`config.mk`:
```
export PLATFORM = sky130hd
export DESIGN_NAME = digit_display
export DESIGN_NICKNAME = d
export VERILOG_FILES = /design/src/rtl/digit_display_pkg.sv /design/src/rtl/seg7_decode.sv /design/src/rtl/digit_display.sv
export SDC_FILE = /design/constraint.sdc
export NUM_CORES = 1
export LEC_CHECK = 0
export CORE_MARGIN = 2
export CORE_UTILIZATION = 52
export CTS_CLUSTER_DIAMETER = 40
export DETAILED_ROUTE_END_ITERATION = 7
export DONT_BUFFER_PORTS = 1
export PLACE_DENSITY = 0.71
export SETUP_SLACK_MARGIN = 0.5
export SLEW_MARGIN = 20
export SYNTH_ARGS = -nofsm -noshare
export SYNTH_HDL_FRONTEND = slang
export SYNTH_HIERARCHICAL = 1
export SYNTH_SLANG_ARGS = --single-unit
```
`constraint.sdc`:
```
create_clock -name clk -period 5.13 [get_ports clk]
set_input_delay 1.026 -clock clk [delete_from_list [all_inputs] [get_ports clk]]
set_output_delay 1.026 -clock clk [all_outputs]
set_load 0.1 [all_outputs]
```
`src/rtl/digit_display_pkg.sv`:
```
// Shared constants for the scanned 8-digit display: geometry and the
// active-low {g,f,e,d,c,b,a} segment patterns.
package digit_display_pkg;

  localparam int unsigned NUM_DIGITS = 8;
  localparam int unsigned DIGIT_W    = 4;
  localparam int unsigned SEG_W      = 7;
  localparam int unsigned WINDOW_W   = NUM_DIGITS * DIGIT_W;
  localparam int unsigned IDX_W      = $clog2(NUM_DIGITS);
  localparam int unsigned SCAN_CNT_W = 16;
  localparam int unsigned COUNT_W    = 8;

  localparam logic [SEG_W-1:0] SEG_0     = 7'b1000000;
  localparam logic [SEG_W-1:0] SEG_1     = 7'b1111001;
  localparam logic [SEG_W-1:0] SEG_2     = 7'b0100100;
  localparam logic [SEG_W-1:0] SEG_3     = 7'b0110000;
  localparam logic [SEG_W-1:0] SEG_4     = 7'b0011001;
  localparam logic [SEG_W-1:0] SEG_5     = 7'b0010010;
  localparam logic [SEG_W-1:0] SEG_6     = 7'b0000010;
  localparam logic [SEG_W-1:0] SEG_7     = 7'b1111000;
  localparam logic [SEG_W-1:0] SEG_8     = 7'b0000000;
  localparam logic [SEG_W-1:0] SEG_9     = 7'b0010000;
  localparam logic [SEG_W-1:0] SEG_BLANK = 7'b1111111;

endpackage

```
`src/rtl/seg7_decode.sv`:
```
// Combinational BCD digit to active-low 7-segment decoder; non-decimal
// values and unfilled positions render blank.
module seg7_decode
  import digit_display_pkg::*;
(
  input  logic [DIGIT_W-1:0] digit,
  input  logic               blank,
  output logic [SEG_W-1:0]   seg_c
);

  always_comb begin
    seg_c = SEG_BLANK;
    if (!blank) begin
      case (digit)
        4'd0:    seg_c = SEG_0;
        4'd1:    seg_c = SEG_1;
        4'd2:    seg_c = SEG_2;
        4'd3:    seg_c = SEG_3;
        4'd4:    seg_c = SEG_4;
        4'd5:    seg_c = SEG_5;
        4'd6:    seg_c = SEG_6;
        4'd7:    seg_c = SEG_7;
        4'd8:    seg_c = SEG_8;
        4'd9:    seg_c = SEG_9;
        default: seg_c = SEG_BLANK;
      endcase
    end
  end

endmodule

```
`src/rtl/digit_display.sv`:
```
// Shifts incoming digits into an 8-digit window, scans the window onto a
// multiplexed display, and flags/counts occurrences of a fixed pattern.
module digit_display
  import digit_display_pkg::*;
#(
  parameter int unsigned          SCAN_DIV = 4,
  parameter logic [WINDOW_W-1:0]  PATTERN  = 32'h0085_7005
) (
  input  logic                  clk,
  input  logic                  reset,
  input  logic [DIGIT_W-1:0]    digit_in,
  input  logic                  digit_valid,
  output logic [SEG_W-1:0]      seg,
  output logic [NUM_DIGITS-1:0] an,
  output logic                  match,
  output logic [COUNT_W-1:0]    match_count
);

  localparam logic [SCAN_CNT_W-1:0] SCAN_LAST  = SCAN_CNT_W'(SCAN_DIV - 1);
  localparam logic [COUNT_W-1:0]    COUNT_MAX  = '1;

  logic [WINDOW_W-1:0]   window;
  logic [WINDOW_W-1:0]   window_next_c;
  logic [NUM_DIGITS-1:0] filled;
  logic [NUM_DIGITS-1:0] filled_next_c;
  logic [SCAN_CNT_W-1:0] scan_cnt;
  logic [IDX_W-1:0]      scan_idx;
  logic [DIGIT_W-1:0]    cur_digit_c;
  logic                  cur_filled_c;
  logic [SEG_W-1:0]      seg_c;
  logic [NUM_DIGITS-1:0] an_c;
  logic                  hit_c;

  // Next window contents and the digit currently selected by the scan.
  always_comb begin
    window_next_c = {window[WINDOW_W-DIGIT_W-1:0], digit_in};
    filled_next_c = {filled[NUM_DIGITS-2:0], 1'b1};
    hit_c         = (&filled_next_c) && (window_next_c == PATTERN);
    cur_digit_c   = window[scan_idx*DIGIT_W +: DIGIT_W];
    cur_filled_c  = filled[scan_idx];
    an_c          = ~(NUM_DIGITS'(1) << scan_idx);
  end

  seg7_decode u_seg7_decode (
    .digit (cur_digit_c),
    .blank (!cur_filled_c),
    .seg_c (seg_c)
  );

  always_ff @(posedge clk) begin
    if (reset) begin
      window      <= '0;
      filled      <= '0;
      scan_cnt    <= '0;
      scan_idx    <= '0;
      match       <= 1'b0;
      match_count <= '0;
      seg         <= SEG_BLANK;
      an          <= '1;
    end else begin
      if (scan_cnt == SCAN_LAST) begin
        scan_cnt <= '0;
        scan_idx <= scan_idx + IDX_W'(1);
      end else begin
        scan_cnt <= scan_cnt + SCAN_CNT_W'(1);
      end

      seg <= seg_c;
      an  <= an_c;

      // match only changes on a strobe, so it holds between digits.
      if (digit_valid) begin
        window <= window_next_c;
        filled <= filled_next_c;
        match  <= hit_c;
        if (hit_c && (match_count != COUNT_MAX)) begin
          match_count <= match_count + COUNT_W'(1);
        end
      end
    end
  end

endmodule

```
* Yosys cells after proc, flatten, opt, wreduce, memory -nomap -nowiden *
Memories as Yosys holds them, arrays and structs flattened. A register that Yosys moved wholly into a read port is not among the register bits.
Index checks and enable logic that the tools add are counted.
W data, S select, Z words.

word-level totals
  register bits = 76
  bits in latches = 0
  memory bits (writable) = 0
  ROM bits = 112
  input bits = 7
  output and inout port bits = 24
  word-level logic and storage cells = 27
  memories = 1

memories
  memory           depth  bits a word  read ports  clocked after Yosys merged registers in  wr ports  RTL line           text
  (no name shown)  16     7            1           1                                        0         seg7_decode.sv:14  case (digit)

operators by class
  add/sub/neg operators = 3
  multiply operators = 0
  div/mod/pow operators = 0
  $lt $le $gt $ge = 1
  eq/ne operators = 3
  shifts and indexed selects = 2
  muxes and demuxes = 2
  bitwise logic cells = 2
  reductions and logical operators = 6

operator list
  operator                 count
  $eq A32 B24 Y1 const B   1
  $shiftx A32 B6 Y4        1
  $add A16 B1 Y16 const B  1
  $eq A16 B2 Y1 const B    1
  $add A8 B1 Y8 const B    1
  $ne A8 B8 Y1 const B     1
  $not A8 Y8               1
  $shl A1 B3 Y8 const A    1
  $reduce_and A7 Y1        1
  $lt A3 B4 Y1 const B     1
  $reduce_or A2 Y1         2
  $add A3 B1 Y3 const B    1
  $bmux W1 S3              1
  $logic_and A1 B1 Y1      2
  $reduce_and A2 Y1        1
  $mux W1                  1
  $not A1 Y1               1

* Longest topological paths before layout *
  depth after elaboration = 4
  depth in mapped cells = 10
  mapped depth without buffers = 9

* Hierarchy *
The synthesis kept the hierarchy.

modules (own cells, without submodules)
  module         instances  cells each  area an instance (µm²)  seq. area each (µm²)
  digit_display  1          353         3527.1                  1661.6
  seg7_decode    1          33          235.2                   0.0

* Least setup slack after synthesis *
No wires, ideal clock.

  path type = input port to flip-flop
  start = in digit_valid
  end = reg match_count[3]
  library setup time = 0.058 ns
  arrival time = 2.267 ns
  required time = 5.072 ns
  setup slack = 2.806 ns
  cell stages on the path = 6
  path buffers = 1
  cells stage by stage = buf_2 -> nor4b_2 -> nand4_2 -> or3_4 -> nor4_1 -> or2_1

on the way
  longest elaborated chain between the ends = 1

ends and longest elaborated chain
  item                                RTL line             text
  start, declared                     digit_display.sv:12  input logic digit_valid,
  $reduce_and A2 Y1 (no source line)  --
  end signal, assigned                digit_display.sv:77  match_count <= match_count + COUNT_W'(1);
  end, declared                       digit_display.sv:16  output logic [COUNT_W-1:0] match_count

Every way passes these cells.
A chain may end at the register's enable or synchronous reset.

* Worst setup path in the final report *
  start = reg scan_idx[0]
  end = reg seg[1]

on the way
  elaborated cells between the ends (all ways) = 5
  classes of those cells = shift: 1; mux: 2; bitwise: 1; reduce/logical: 1

RTL lines
  item                    RTL line             text
  start, declared         digit_display.sv:27  logic [IDX_W-1:0] scan_idx;
  start signal, assigned  digit_display.sv:63  scan_idx <= scan_idx + IDX_W'(1);
  $shiftx A32 B6 Y4       digit_display.sv:39  cur_digit_c = window[scan_idx*DIGIT_W +: DIGIT_W];
  via cur_digit_c[1]      digit_display.sv:28  logic [DIGIT_W-1:0] cur_digit_c;
  end, declared           digit_display.sv:13  output logic [SEG_W-1:0] seg,

The timed path passes the listed nets, and every way through them passes these cells. The select of a mux whose other input is x is not followed.

==> results.ini <==
[timing]
finalClockSkew_ns = 0.00894
tns_ns = 0
timing.slew.headroom = 0.277
finalCritPeriodShare = 0.502
period_minus_slack_ns = 2.57
rsz0062_at_grt = no
hold_viol = 0
setup_viol = 0
max_freq_ghz = 0.389
tightest_slew_ns = 1.08
slew_violations = 0
whs_ns = 0.481

[clock_tree]
clk_pin_slew_worst_paths_ns = 0.08
cts.path.max_buffers = 2
cts_tree = yes
cts_root_buffer = clkbuf_8
cts_resized = 0
insertion_delay_ns = 0.35
numCtsBuffers = 9
hold_buffers = 0
cts_setup_buffers = 0
htreeDepth = 3
clock_sink_count = 83

[final_layout]
final_common_cell = dfxtp_1
instances_no_fill = 484
drive_gt1_frac = 0.109
syn_to_final_growth_pct = 6.48
final_util = 0.561
final_cell_mix = dfxtp_1, nor2_1, mux2i_1
fin_nets = 400
ff_latch_area_sq_um = 1660
n_fill_cell = 637
insertedDiodeCount = 0
multi_input_area_sq_um = 1990

[setup_path]
critPathMostFrequentCell = nand2_1
worst-setup-path-type = register to register
cp_slowest_stage_delay_ns = 0.80
path_buf_inv = 1
crit_required_ns = 5.36
crit_fanout = 13
startpoint_type = register
crit_slowest_cell = dfxtp_1
crit_family = flip-flops
worst_ep_arrival_time_ns = 2.81
cp_cell_sequence = mux4_2 > nand2_1 > nand2_1 > inv_1 > ha_1 > nor2_1 > o21bai_1 > or2_2
worstSetupEndpointType = register

[logic_synthesis]
synthArstFlopShare = 0
synth_ff_type = dfxtp_1
synth-seq-cells = 83
syn_nets = 406
syn_area_sq_um = 3760
syn_area_per_cell_sq_um = 9.75
synthDistinctLibCells = 47
ys_seq_area_frac = 0.442
synth_warnings = 6
netlist_instances = 386
synth_edf_count = 0

[placed_design]
hpwl_mm = 4.43
gp_congestion = 0.799
dp.cells = 468
io_buffers = 0

[drt]
routed_via_density = 5.43
drt_iter0_drc = 149
ant_nets = 0
drc = 0
via_count = 2629
drt_wl_total_mm = 6.70
wl_per_cell_microns = 13.8
drt-pass1-iter-count = 5

[grt]
overflow = 0
grt_max_degree = 67
track_usage = 0.173
grt_pass1_vias = 2227
grt_pass1_wl_mm = 10.8
antenna_found_initial = 0

[pwr]
power_leakage_nw = 1.58
ir_drop_mv = 0.159
power_density_nw_per_um2 = 310

[die]
fp-row-count = 31
ios = 31
start_util = 0.527
core-area_sq_um = 7140
die_h_microns = 89.1
die_area_sq_um = 7930
die-width_microns = 89.1

[job]
cap_violations = 0

[run_status]
status = finished clean

[hold_path]
min_path_type = register to register

power breakdown:
| part | leakage [nW] | internal, mW | switching [mW] |
|---|---|---|---|
| clock | 0.0926 | 0.238 | 0.231 |
| sequential | 0.673 | 0.657 | 0.0512 |
| combinational | 0.814 | 0.0354 | 0.0302 |
| total | 1.58 | 0.931 | 0.312 |
synthesized netlist by cell type, drive strengths merged, types with 8 or more instances:
master / count / area share
nand2b: 9 / 0.017
clkbuf: 10 / 0.010
nand4: 8 / 0.015
mux2i: 42 / 0.11
or2: 9 / 0.015
xor2: 10 / 0.023
nand2: 30 / 0.030
nor2: 65 / 0.065
dfxtp: 83 / 0.44
mux4: 10 / 0.060
nand3: 8 / 0.011
o21ai: 11 / 0.015
inv: 8 / 0.0080
ha: 13 / 0.043
a21oi: 15 / 0.020
final cells by class:
| class | instances | area share |
|---|---|---|
| multi-input combinational | 277 | 0.497 |
| sequential | 83 | 0.415 |
| clock buffer | 12 | 0.0362 |
| tap | 99 | 0.0309 |
| clock inverter | 4 | 0.0125 |
| inverter | 9 | 0.00843 |
path summary, 6_finish.rpt:
kind         slack [ns]  depth (start not counted)                     start                endpoint
min                0.48                          1    scan_cnt[0]$_SDFF_PP0_  scan_cnt[0]$_SDFF_PP0_
max                2.56                          8  scan_idx[0]$_SDFFE_PP0N_       seg[1]$_SDFF_PP1_
max reg2reg        2.56                          8  scan_idx[0]$_SDFFE_PP0N_       seg[1]$_SDFF_PP1_
min reg2reg        0.48                          1    scan_cnt[0]$_SDFF_PP0_  scan_cnt[0]$_SDFF_PP0_
logic make-up after synthesis:
| logic type | share of synthesized area |
|---|---|
| AND/OR/NAND/NOR | 0.240 |
| XOR/XNOR | 0.0303 |
| buffers and inverters | 0.0289 |
| AO/OA/AOI/OAI | 0.0442 |
| flip-flops | 0.442 |
| multiplexers | 0.172 |
| adder cells (fa/ha/maj) | 0.0432 |
metrics by stage:
step | setup WS [ns] | area [sq um] | power, mW
finish | 2.56 | 4010 | 1.24
floorplan | 2.81 | 3760 | 0.791
CTS | 2.53 | 4010 | 1.25
detailed placement | 2.53 | 3810 | 0.789
global route | 2.34 | 4010 | 1.29
global placement | 2.61 | 3810 | 0.787
registers in the layout (all words and copies together), names as in the netlist:
register / count
filled: 8
window: 32
scan_idx: 3
match_count: 8
scan_cnt: 16
seg: 7
an: 8
match: 1
routing by layer:
metal  track usage  part of all wire
met4        0.0570            0.0079
met1         0.274              0.53
met2         0.231              0.42
met3        0.0379             0.047
met5             0                 0
Power figures use the tool's default switching activity.
